File: src/rtl/uart_io_pkg.sv
// Shared definitions for the memory-mapped UART: register map, STATUS bit
// positions and the transmitter/receiver state encodings.
package uart_io_pkg;

  localparam logic [1:0] REG_DATA   = 2'd0;
  localparam logic [1:0] REG_STATUS = 2'd1;
  localparam logic [1:0] REG_CTRL   = 2'd2;

  localparam int unsigned ST_TX_FULL     = 0;
  localparam int unsigned ST_TX_EMPTY    = 1;
  localparam int unsigned ST_RX_VALID    = 2;
  localparam int unsigned ST_RX_FULL     = 3;
  localparam int unsigned ST_RX_OVERRUN  = 4;
  localparam int unsigned ST_FRAME_ERR   = 5;
  localparam int unsigned ST_TX_BUSY     = 6;
  localparam int unsigned ST_TX_OVERFLOW = 7;

  localparam int unsigned CTRL_TX_EN = 0;
  localparam int unsigned CTRL_RX_EN = 1;

  typedef enum logic [1:0] {
    TxIdle,
    TxStart,
    TxData,
    TxStop
  } tx_state_e;

  // RxBreak holds after a bad stop bit until the line returns high.
  typedef enum logic [2:0] {
    RxIdle,
    RxStart,
    RxData,
    RxStop,
    RxBreak
  } rx_state_e;

endpackage

File: src/rtl/uart_fifo.sv
// Synchronous FIFO; the head is a combinational read of storage.
// A pop on empty is ignored, and a push on full only succeeds with a same-cycle pop.
module uart_fifo #(
  parameter int unsigned WIDTH = 8,
  parameter int unsigned DEPTH = 16
) (
  input  logic                     clk_i,
  input  logic                     reset_i,
  input  logic                     push_i,
  input  logic [WIDTH-1:0]         wdata_i,
  input  logic                     pop_i,
  output logic [WIDTH-1:0]         rdata_o,
  output logic                     full_o,
  output logic                     empty_o,
  output logic [$clog2(DEPTH):0]   count_o
);

  localparam int unsigned PtrW = $clog2(DEPTH);
  localparam int unsigned CntW = $clog2(DEPTH) + 1;

  logic [WIDTH-1:0] mem_q [DEPTH];
  logic [PtrW-1:0]  wptr_q, rptr_q;
  logic [CntW-1:0]  count_q;
  logic             do_push, do_pop;

  assign empty_o = (count_q == '0);
  assign full_o  = (count_q == CntW'(DEPTH));
  assign count_o = count_q;
  assign rdata_o = mem_q[rptr_q];

  assign do_pop  = pop_i & ~empty_o;
  assign do_push = push_i & (~full_o | do_pop);

  always_ff @(posedge clk_i) begin
    if (reset_i) begin
      wptr_q  <= '0;
      rptr_q  <= '0;
      count_q <= '0;
    end else begin
      if (do_push) wptr_q <= wptr_q + PtrW'(1);
      if (do_pop)  rptr_q <= rptr_q + PtrW'(1);
      case ({do_push, do_pop})
        2'b10:   count_q <= count_q + CntW'(1);
        2'b01:   count_q <= count_q - CntW'(1);
        default: count_q <= count_q;
      endcase
    end
  end

  always_ff @(posedge clk_i) begin
    if (do_push) mem_q[wptr_q] <= wdata_i;
  end

endmodule

File: src/rtl/uart_io_ctrl.sv
// Memory-mapped 8N1 UART: DATA/STATUS/CTRL registers, TX and RX FIFOs,
// and the inline transmit and receive state machines.
module uart_io_ctrl
  import uart_io_pkg::*;
#(
  parameter int unsigned CLKS_PER_BIT = 234,
  parameter int unsigned FIFO_DEPTH   = 16
) (
  input  logic        clk_i,
  input  logic        reset_i,
  input  logic [31:0] IO_memAddr_i,
  input  logic [31:0] IO_memWData_i,
  input  logic        IO_memWr_i,
  input  logic        IO_memRd_i,
  output logic [31:0] IO_memRData_o,
  input  logic        rxd_i,
  output logic        txd_o
);

  localparam int unsigned CntW  = $clog2(CLKS_PER_BIT);
  localparam int unsigned FCntW = $clog2(FIFO_DEPTH) + 1;
  localparam logic [CntW-1:0] BitLast  = CntW'(CLKS_PER_BIT - 1);
  localparam logic [CntW-1:0] HalfLast = CntW'(CLKS_PER_BIT / 2 - 1);

  logic [1:0] reg_sel;
  logic       wr_data, wr_status, wr_ctrl, rx_pop;

  assign reg_sel   = IO_memAddr_i[3:2];
  assign wr_data   = IO_memWr_i & (reg_sel == REG_DATA);
  assign wr_status = IO_memWr_i & (reg_sel == REG_STATUS);
  assign wr_ctrl   = IO_memWr_i & (reg_sel == REG_CTRL);
  assign rx_pop    = IO_memRd_i & (reg_sel == REG_DATA);

  logic             tx_pop, tx_full, tx_empty;
  logic [7:0]       tx_head;
  logic [FCntW-1:0] tx_count;
  logic             rx_push, rx_full, rx_empty;
  logic [7:0]       rx_head, rx_shift_q;
  logic [FCntW-1:0] rx_count;

  uart_fifo #(
    .WIDTH(8),
    .DEPTH(FIFO_DEPTH)
  ) u_tx_fifo (
    .clk_i  (clk_i),
    .reset_i(reset_i),
    .push_i (wr_data),
    .wdata_i(IO_memWData_i[7:0]),
    .pop_i  (tx_pop),
    .rdata_o(tx_head),
    .full_o (tx_full),
    .empty_o(tx_empty),
    .count_o(tx_count)
  );

  uart_fifo #(
    .WIDTH(8),
    .DEPTH(FIFO_DEPTH)
  ) u_rx_fifo (
    .clk_i  (clk_i),
    .reset_i(reset_i),
    .push_i (rx_push),
    .wdata_i(rx_shift_q),
    .pop_i  (rx_pop),
    .rdata_o(rx_head),
    .full_o (rx_full),
    .empty_o(rx_empty),
    .count_o(rx_count)
  );

  // Control and sticky flags
  logic tx_en_q, rx_en_q;
  logic tx_overflow_q, rx_overrun_q, frame_err_q;
  logic tx_overflow_d, rx_overrun_d, frame_err_d;
  logic tx_overflow_set, rx_overrun_set, frame_err_set;

  assign tx_overflow_set = wr_data & tx_full & ~tx_pop;
  assign rx_overrun_set  = rx_push & rx_full & ~rx_pop;

  // Set wins over a same-cycle W1C clear.
  always_comb begin
    tx_overflow_d = (tx_overflow_q & ~(wr_status & IO_memWData_i[ST_TX_OVERFLOW]))
                    | tx_overflow_set;
    rx_overrun_d  = (rx_overrun_q & ~(wr_status & IO_memWData_i[ST_RX_OVERRUN]))
                    | rx_overrun_set;
    frame_err_d   = (frame_err_q & ~(wr_status & IO_memWData_i[ST_FRAME_ERR]))
                    | frame_err_set;
  end

  always_ff @(posedge clk_i) begin
    if (reset_i) begin
      tx_en_q       <= 1'b1;
      rx_en_q       <= 1'b1;
      tx_overflow_q <= 1'b0;
      rx_overrun_q  <= 1'b0;
      frame_err_q   <= 1'b0;
    end else begin
      if (wr_ctrl) begin
        tx_en_q <= IO_memWData_i[CTRL_TX_EN];
        rx_en_q <= IO_memWData_i[CTRL_RX_EN];
      end
      tx_overflow_q <= tx_overflow_d;
      rx_overrun_q  <= rx_overrun_d;
      frame_err_q   <= frame_err_d;
    end
  end

  // Transmitter
  tx_state_e       tx_state_q;
  logic [CntW-1:0] tx_cnt_q;
  logic [2:0]      tx_bit_q;
  logic [7:0]      tx_shift_q;
  logic            txd_q;
  logic            tx_bit_end;

  assign tx_bit_end = (tx_cnt_q == BitLast);
  // Popping at the end of the stop bit gives back-to-back frames with no gap.
  assign tx_pop = tx_en_q & ~tx_empty &
                  ((tx_state_q == TxIdle) | ((tx_state_q == TxStop) & tx_bit_end));
  assign txd_o  = txd_q;

  always_ff @(posedge clk_i) begin
    if (reset_i) begin
      tx_state_q <= TxIdle;
      tx_cnt_q   <= '0;
      tx_bit_q   <= '0;
      tx_shift_q <= '0;
      txd_q      <= 1'b1;
    end else begin
      case (tx_state_q)
        TxIdle: begin
          if (tx_pop) begin
            tx_state_q <= TxStart;
            tx_shift_q <= tx_head;
            tx_cnt_q   <= '0;
            txd_q      <= 1'b0;
          end
        end
        TxStart: begin
          if (tx_bit_end) begin
            tx_state_q <= TxData;
            tx_cnt_q   <= '0;
            tx_bit_q   <= '0;
            txd_q      <= tx_shift_q[0];
          end else begin
            tx_cnt_q <= tx_cnt_q + CntW'(1);
          end
        end
        TxData: begin
          if (tx_bit_end) begin
            tx_cnt_q <= '0;
            if (tx_bit_q == 3'd7) begin
              tx_state_q <= TxStop;
              txd_q      <= 1'b1;
            end else begin
              tx_bit_q <= tx_bit_q + 3'd1;
              txd_q    <= tx_shift_q[tx_bit_q + 3'd1];
            end
          end else begin
            tx_cnt_q <= tx_cnt_q + CntW'(1);
          end
        end
        TxStop: begin
          if (tx_bit_end) begin
            tx_cnt_q <= '0;
            if (tx_pop) begin
              tx_state_q <= TxStart;
              tx_shift_q <= tx_head;
              txd_q      <= 1'b0;
            end else begin
              tx_state_q <= TxIdle;
            end
          end else begin
            tx_cnt_q <= tx_cnt_q + CntW'(1);
          end
        end
        default: tx_state_q <= TxIdle;
      endcase
    end
  end

  // Receiver
  logic            rx_s1_q, rx_s2_q;
  rx_state_e       rx_state_q;
  logic [CntW-1:0] rx_cnt_q;
  logic [2:0]      rx_bit_q;
  logic            rx_bit_end, rx_half;

  assign rx_bit_end    = (rx_cnt_q == BitLast);
  assign rx_half       = (rx_cnt_q == HalfLast);
  assign rx_push       = rx_en_q & (rx_state_q == RxStop) & rx_bit_end & rx_s2_q;
  assign frame_err_set = rx_en_q & (rx_state_q == RxStop) & rx_bit_end & ~rx_s2_q;

  always_ff @(posedge clk_i) begin
    if (reset_i) begin
      rx_s1_q <= 1'b1;
      rx_s2_q <= 1'b1;
    end else begin
      rx_s1_q <= rxd_i;
      rx_s2_q <= rx_s1_q;
    end
  end

  always_ff @(posedge clk_i) begin
    if (reset_i) begin
      rx_state_q <= RxIdle;
      rx_cnt_q   <= '0;
      rx_bit_q   <= '0;
      rx_shift_q <= '0;
    end else if (!rx_en_q) begin
      rx_state_q <= RxIdle;
    end else begin
      case (rx_state_q)
        RxIdle: begin
          if (!rx_s2_q) begin
            rx_state_q <= RxStart;
            rx_cnt_q   <= '0;
          end
        end
        RxStart: begin
          if (rx_half) begin
            rx_cnt_q   <= '0;
            rx_bit_q   <= '0;
            rx_state_q <= rx_s2_q ? RxIdle : RxData;
          end else begin
            rx_cnt_q <= rx_cnt_q + CntW'(1);
          end
        end
        RxData: begin
          if (rx_bit_end) begin
            rx_cnt_q   <= '0;
            rx_shift_q <= {rx_s2_q, rx_shift_q[7:1]};
            if (rx_bit_q == 3'd7) rx_state_q <= RxStop;
            else                  rx_bit_q   <= rx_bit_q + 3'd1;
          end else begin
            rx_cnt_q <= rx_cnt_q + CntW'(1);
          end
        end
        RxStop: begin
          if (rx_bit_end) begin
            rx_cnt_q   <= '0;
            rx_state_q <= rx_s2_q ? RxIdle : RxBreak;
          end else begin
            rx_cnt_q <= rx_cnt_q + CntW'(1);
          end
        end
        RxBreak: begin
          if (rx_s2_q) rx_state_q <= RxIdle;
        end
        default: rx_state_q <= RxIdle;
      endcase
    end
  end

  // Register read path
  logic [7:0] status;

  always_comb begin
    status                 = '0;
    status[ST_TX_FULL]     = tx_full;
    status[ST_TX_EMPTY]    = tx_empty;
    status[ST_RX_VALID]    = ~rx_empty;
    status[ST_RX_FULL]     = rx_full;
    status[ST_RX_OVERRUN]  = rx_overrun_q;
    status[ST_FRAME_ERR]   = frame_err_q;
    status[ST_TX_BUSY]     = (tx_state_q != TxIdle);
    status[ST_TX_OVERFLOW] = tx_overflow_q;
  end

  always_comb begin
    IO_memRData_o = '0;
    case (reg_sel)
      REG_DATA:   IO_memRData_o = {24'b0, (rx_empty ? 8'h00 : rx_head)};
      REG_STATUS: IO_memRData_o = {24'b0, status};
      REG_CTRL:   IO_memRData_o = {30'b0, rx_en_q, tx_en_q};
      default:    IO_memRData_o = '0;
    endcase
  end

  logic unused_bits;
  assign unused_bits = ^{IO_memAddr_i[31:4], IO_memAddr_i[1:0], IO_memWData_i[31:8],
                         IO_memWData_i[6], IO_memWData_i[3:2], tx_count, rx_count};

endmodule

File: config.mk
export PLATFORM = sky130hd
export DESIGN_NAME = uart_io_ctrl
export DESIGN_NICKNAME = d
export VERILOG_FILES = /design/src/rtl/uart_io_pkg.sv /design/src/rtl/uart_fifo.sv /design/src/rtl/uart_io_ctrl.sv
export SDC_FILE = /design/constraint.sdc
export NUM_CORES = 1
export LEC_CHECK = 0
export CORE_MARGIN = 8
export CORE_UTILIZATION = 44
export DETAILED_ROUTE_END_ITERATION = 7
export GPL_TIMING_DRIVEN = 0
export SLEW_MARGIN = 20
export SYNTH_ARGS = -nofsm -noshare
export SYNTH_HDL_FRONTEND = slang
export SYNTH_SLANG_ARGS = --single-unit
File: constraint.sdc
create_clock -name clk_i -period 3.44 [get_ports clk_i]
set_input_delay 0.688 -clock clk_i [delete_from_list [all_inputs] [get_ports clk_i]]
set_output_delay 0.688 -clock clk_i [all_outputs]
set_load 0.005 [all_outputs]
==> flow_metrics.tcl <==
set metrics [dict create \
    grt_max_degree 19 \
    critical-path-top-delay-family "buffers and inverters" \
    ys_ff_latch 341 \
    dieArea_um2 39100 \
    num_rows 66 \
    synth_area_um2 14500 \
    synth_compound_area_share_pct 6.05 \
    power_mw 9.69 \
    status "finished clean" \
    die_x_um 198 \
    synthArstFlopShare_pct 0 \
    crit_arrival_ns 2.75 \
    clockBufferDepth 3 \
    setup_viol 0 \
    powerDensity_nw_per_um2 577 \
    vias 8281 \
    synthTopCellsByArea "edfxtp_1 (53%), dfxtp_1 (12%), mux4_2 (9.5%)" \
    rr_worst_depth 16 \
    setup-tns-final_ns 0 \
    ys.flop_type "edfxtp_1" \
    layout-drive-gt1-share_pct 20.4 \
    fin_skew_ns 0.0202 \
    drc 0 \
    track_usage_pct 15.7 \
    synth_top_family_by_area "multiplexers" \
    max_freq_mhz 291 \
    firstDrtPassIters 5 \
    ioPinCount 102 \
    yosysTopAreaCell "edfxtp_1" \
    min-delay-start "rx_s1_q$_SDFF_PP1_" \
    worstSetupStartpointType "flip-flop" \
    routed_wl_mm 31.0 \
    htreeDepth 2 \
    synth_common_cells "edfxtp_1 (256), dfxtp_1 (85), nor2_1 (69)" \
    synth_edf_count 256 \
    worstSetupPathType "reg -> out" \
    core_area_um2 32500 \
    diodes 0 \
    gp_congestion 0.812 \
    numCtsBuffers 37 \
    slowest_stage "clkdlybuf4s50_1" \
    drv_cap 0 \
    synthSimpleGateAreaFrac_pct 9.56 \
    yosysTopAreaCellShare_pct 52.9 \
    post-route-period-util_pct 99.9 \
    synth-xor-area-share_pct 1.09 \
    rsz0062_at_grt "yes" \
    ys_types 68 \
    path_buf_inv 3 \
    holdPathStages 1 \
    rr_endpoint "u_tx_fifo.count_o[4]$_SDFFE_PP0P_" \
    critical_path_depth 6 \
    drtAntennaViolNets 0 \
    dp_hpwl_mm 21.2 \
    place_inst 1480 \
    first_iter_violations 592 \
    portBuffers 20 \
    leakagePower_nw 5.69 \
    syn_to_final_growth_pct 15.7 \
    cts_tree "yes" \
    grt_overflow 0 \
    min_period_ns 3.44 \
    synth.most_common_cell "edfxtp_1" \
    clock-sinks 341 \
    start_util_pct 44.6 \
    clk_pin_slew_ns 0.05 \
    peakVddDrop_uv 370 \
    via_per_inst 5.34 \
    cp_common_cell "buf_6" \
    final_nets 1184 \
    r2r_slack_ns 0.08 \
    synth.avg_cell_area_um2 14.7 \
    final_util_pct 51.6 \
    cp_data_required_time_ns 2.75 \
    final-hold-violation-count 0 \
    synth_fa_ha_area_share_pct 2.81 \
    synth.yosys.seq_area_share_pct 64.7 \
    critPathLaunch "u_tx_fifo.count_o[1]$_SDFFE_PP0P_" \
    holdBufCountCts 0 \
    netlist_instances 991 \
    min_path_type "reg -> reg" \
    hold_end "rx_s2_q$_SDFF_PP1_" \
    grt_pass1_wl_mm 47.2 \
    insertion_delay_ns 0.51 \
    end_kind "output port" \
    antenna_found_initial 0 \
    crit_chain "buf_6, or4_4, buf_6, o32ai_1, a21o_1, clkdlybuf4s50_1" \
    slew-limit-headroom_pct 31.0 \
    instances_no_fill 1552 \
    grt_pass1_vias 8121 \
    tightest_slew_ns 1.03 \
    die-height_um 198 \
    slew_viol_final 0 \
    synth_mux_area_share_pct 12.4 \
    yosysWarnings 0 \
    cts_root_buf "clkbuf_16" \
    reg2reg_from "u_tx_fifo.count_o[1]$_SDFFE_PP0P_" \
    cp_max_fo 8 \
    cpPeakStageDelay_ns 0.52 \
    nFillCells 2735 \
    detail_route.wl_per_cell_um 20.0 \
]
-- cell families (layout without fill, tap and decap cells) --
family          Yosys count  count (layout)
other cells               1              24
compound gates          131             131
xor+xnor                 18              18
buf+inv                  94             190
mux                     103             103
simple gates            271             271
flops                   341             341
fa+ha+maj                32              32
-- registers in the layout (all words and copies together), names as in the netlist, 4 cells and up, named ones only --
signal / count
u_tx_fifo.count_o: 5
u_tx_fifo.rptr_q: 4
u_rx_fifo.rptr_q: 4
u_rx_fifo.count_o: 5
tx_cnt_q: 8
rx_cnt_q: 8
tx_shift_q: 8
u_tx_fifo.wptr_q: 4
u_tx_fifo.mem_q: 128
u_rx_fifo.mem_q: 128
rx_shift_q: 8
u_rx_fifo.wptr_q: 4
-- through the flow --
| stage | hold slack (ns) | setup WS (ns) | area [um^2] |
|---|---|---|---|
| floorplan | 0.389 | 0.0114 | 14600 |
| global placement | 0.394 | -0.652 | 15400 |
| detailed placement | 0.400 | -0.697 | 15400 |
| CTS | 0.416 | 0.00189 | 16700 |
| global route | 0.433 | -0.0590 | 16800 |
| finish | 0.411 | 0.00224 | 16800 |
-- worst max path at each step --
stage	to	slack [ns]
2_1_floorplan	u_rx_fifo.count_o[4]$_SDFFE_PP0P_	0.01
3_3_place_gp	u_rx_fifo.count_o[4]$_SDFFE_PP0P_	-0.65
4_1_cts	IO_memRData_o[0]	0.002
6_report	IO_memRData_o[1]	0.002
3_5_place_dp	u_rx_fifo.count_o[4]$_SDFFE_PP0P_	-0.70
5_1_grt	u_tx_fifo.count_o[4]$_SDFFE_PP0P_	-0.06
-- cells in the final DEF, fill, tap and decap left out, drive strengths merged, types with 4 or more instances in the layout --
master and n:
ha 31, mux2i 32, a211oi 6, o22ai 4
nand3 14, buf 56, nor2 69, nand2b 10
conb 24, and2 8, or3b 4, a21o 5
clkdlybuf4s50 13, clkbuf 83, nand4 4, clkinv 9
edfxtp 256, nor2b 19, a22o 4, mux2 10
and3 21, a311oi 5, inv 21, xnor2 10
a22oi 16, a21oi 49, or3 8, xor2 8
or2 7, nor3b 6, nand3b 6, o21ai 13
nor3 14, mux4 61, dlymetal6s2s 4, nand2 67
dfxtp 85
-- timing repair --
action	CTS	global route
setup endpoints to repair	11	8
buffers inserted	4	5
resized for setup	56	15
pin swaps	5	7
-- power by group --
part | leakage, nW | internal [mW] | switching (mW)
logic | 2.13 | 0.697 | 0.838
registers | 3.03 | 4.50 | 0.0752
clock network | 0.530 | 2.04 | 1.53
total | 5.69 | 7.24 | 2.44
-- layout make-up --
cell class / count / area [um^2] / share of cell area, %
buffer: 72 / 483 / 2.88
clock buffer: 54 / 1010 / 6.01
clock inverter: 12 / 68.8 / 0.410
inverter: 19 / 76.3 / 0.454
multi-input combinational: 579 / 4910 / 29.2
sequential: 341 / 9400 / 55.9
tap: 442 / 553 / 3.29
timing repair buffer: 33 / 304 / 1.81
-- routing by layer --
metal | share of wire (%) | up-vias | GRT usage (%)
met5 | 0 | - | 0
met4 | 1.9 | 0 | 4.23
met3 | 4.9 | 43 | 2.79
met2 | 49 | 205 | 26.1
met1 | 45 | 4109 | 21.1
li1 | - | 3924 | -
(Power assumes the default switching activity.)
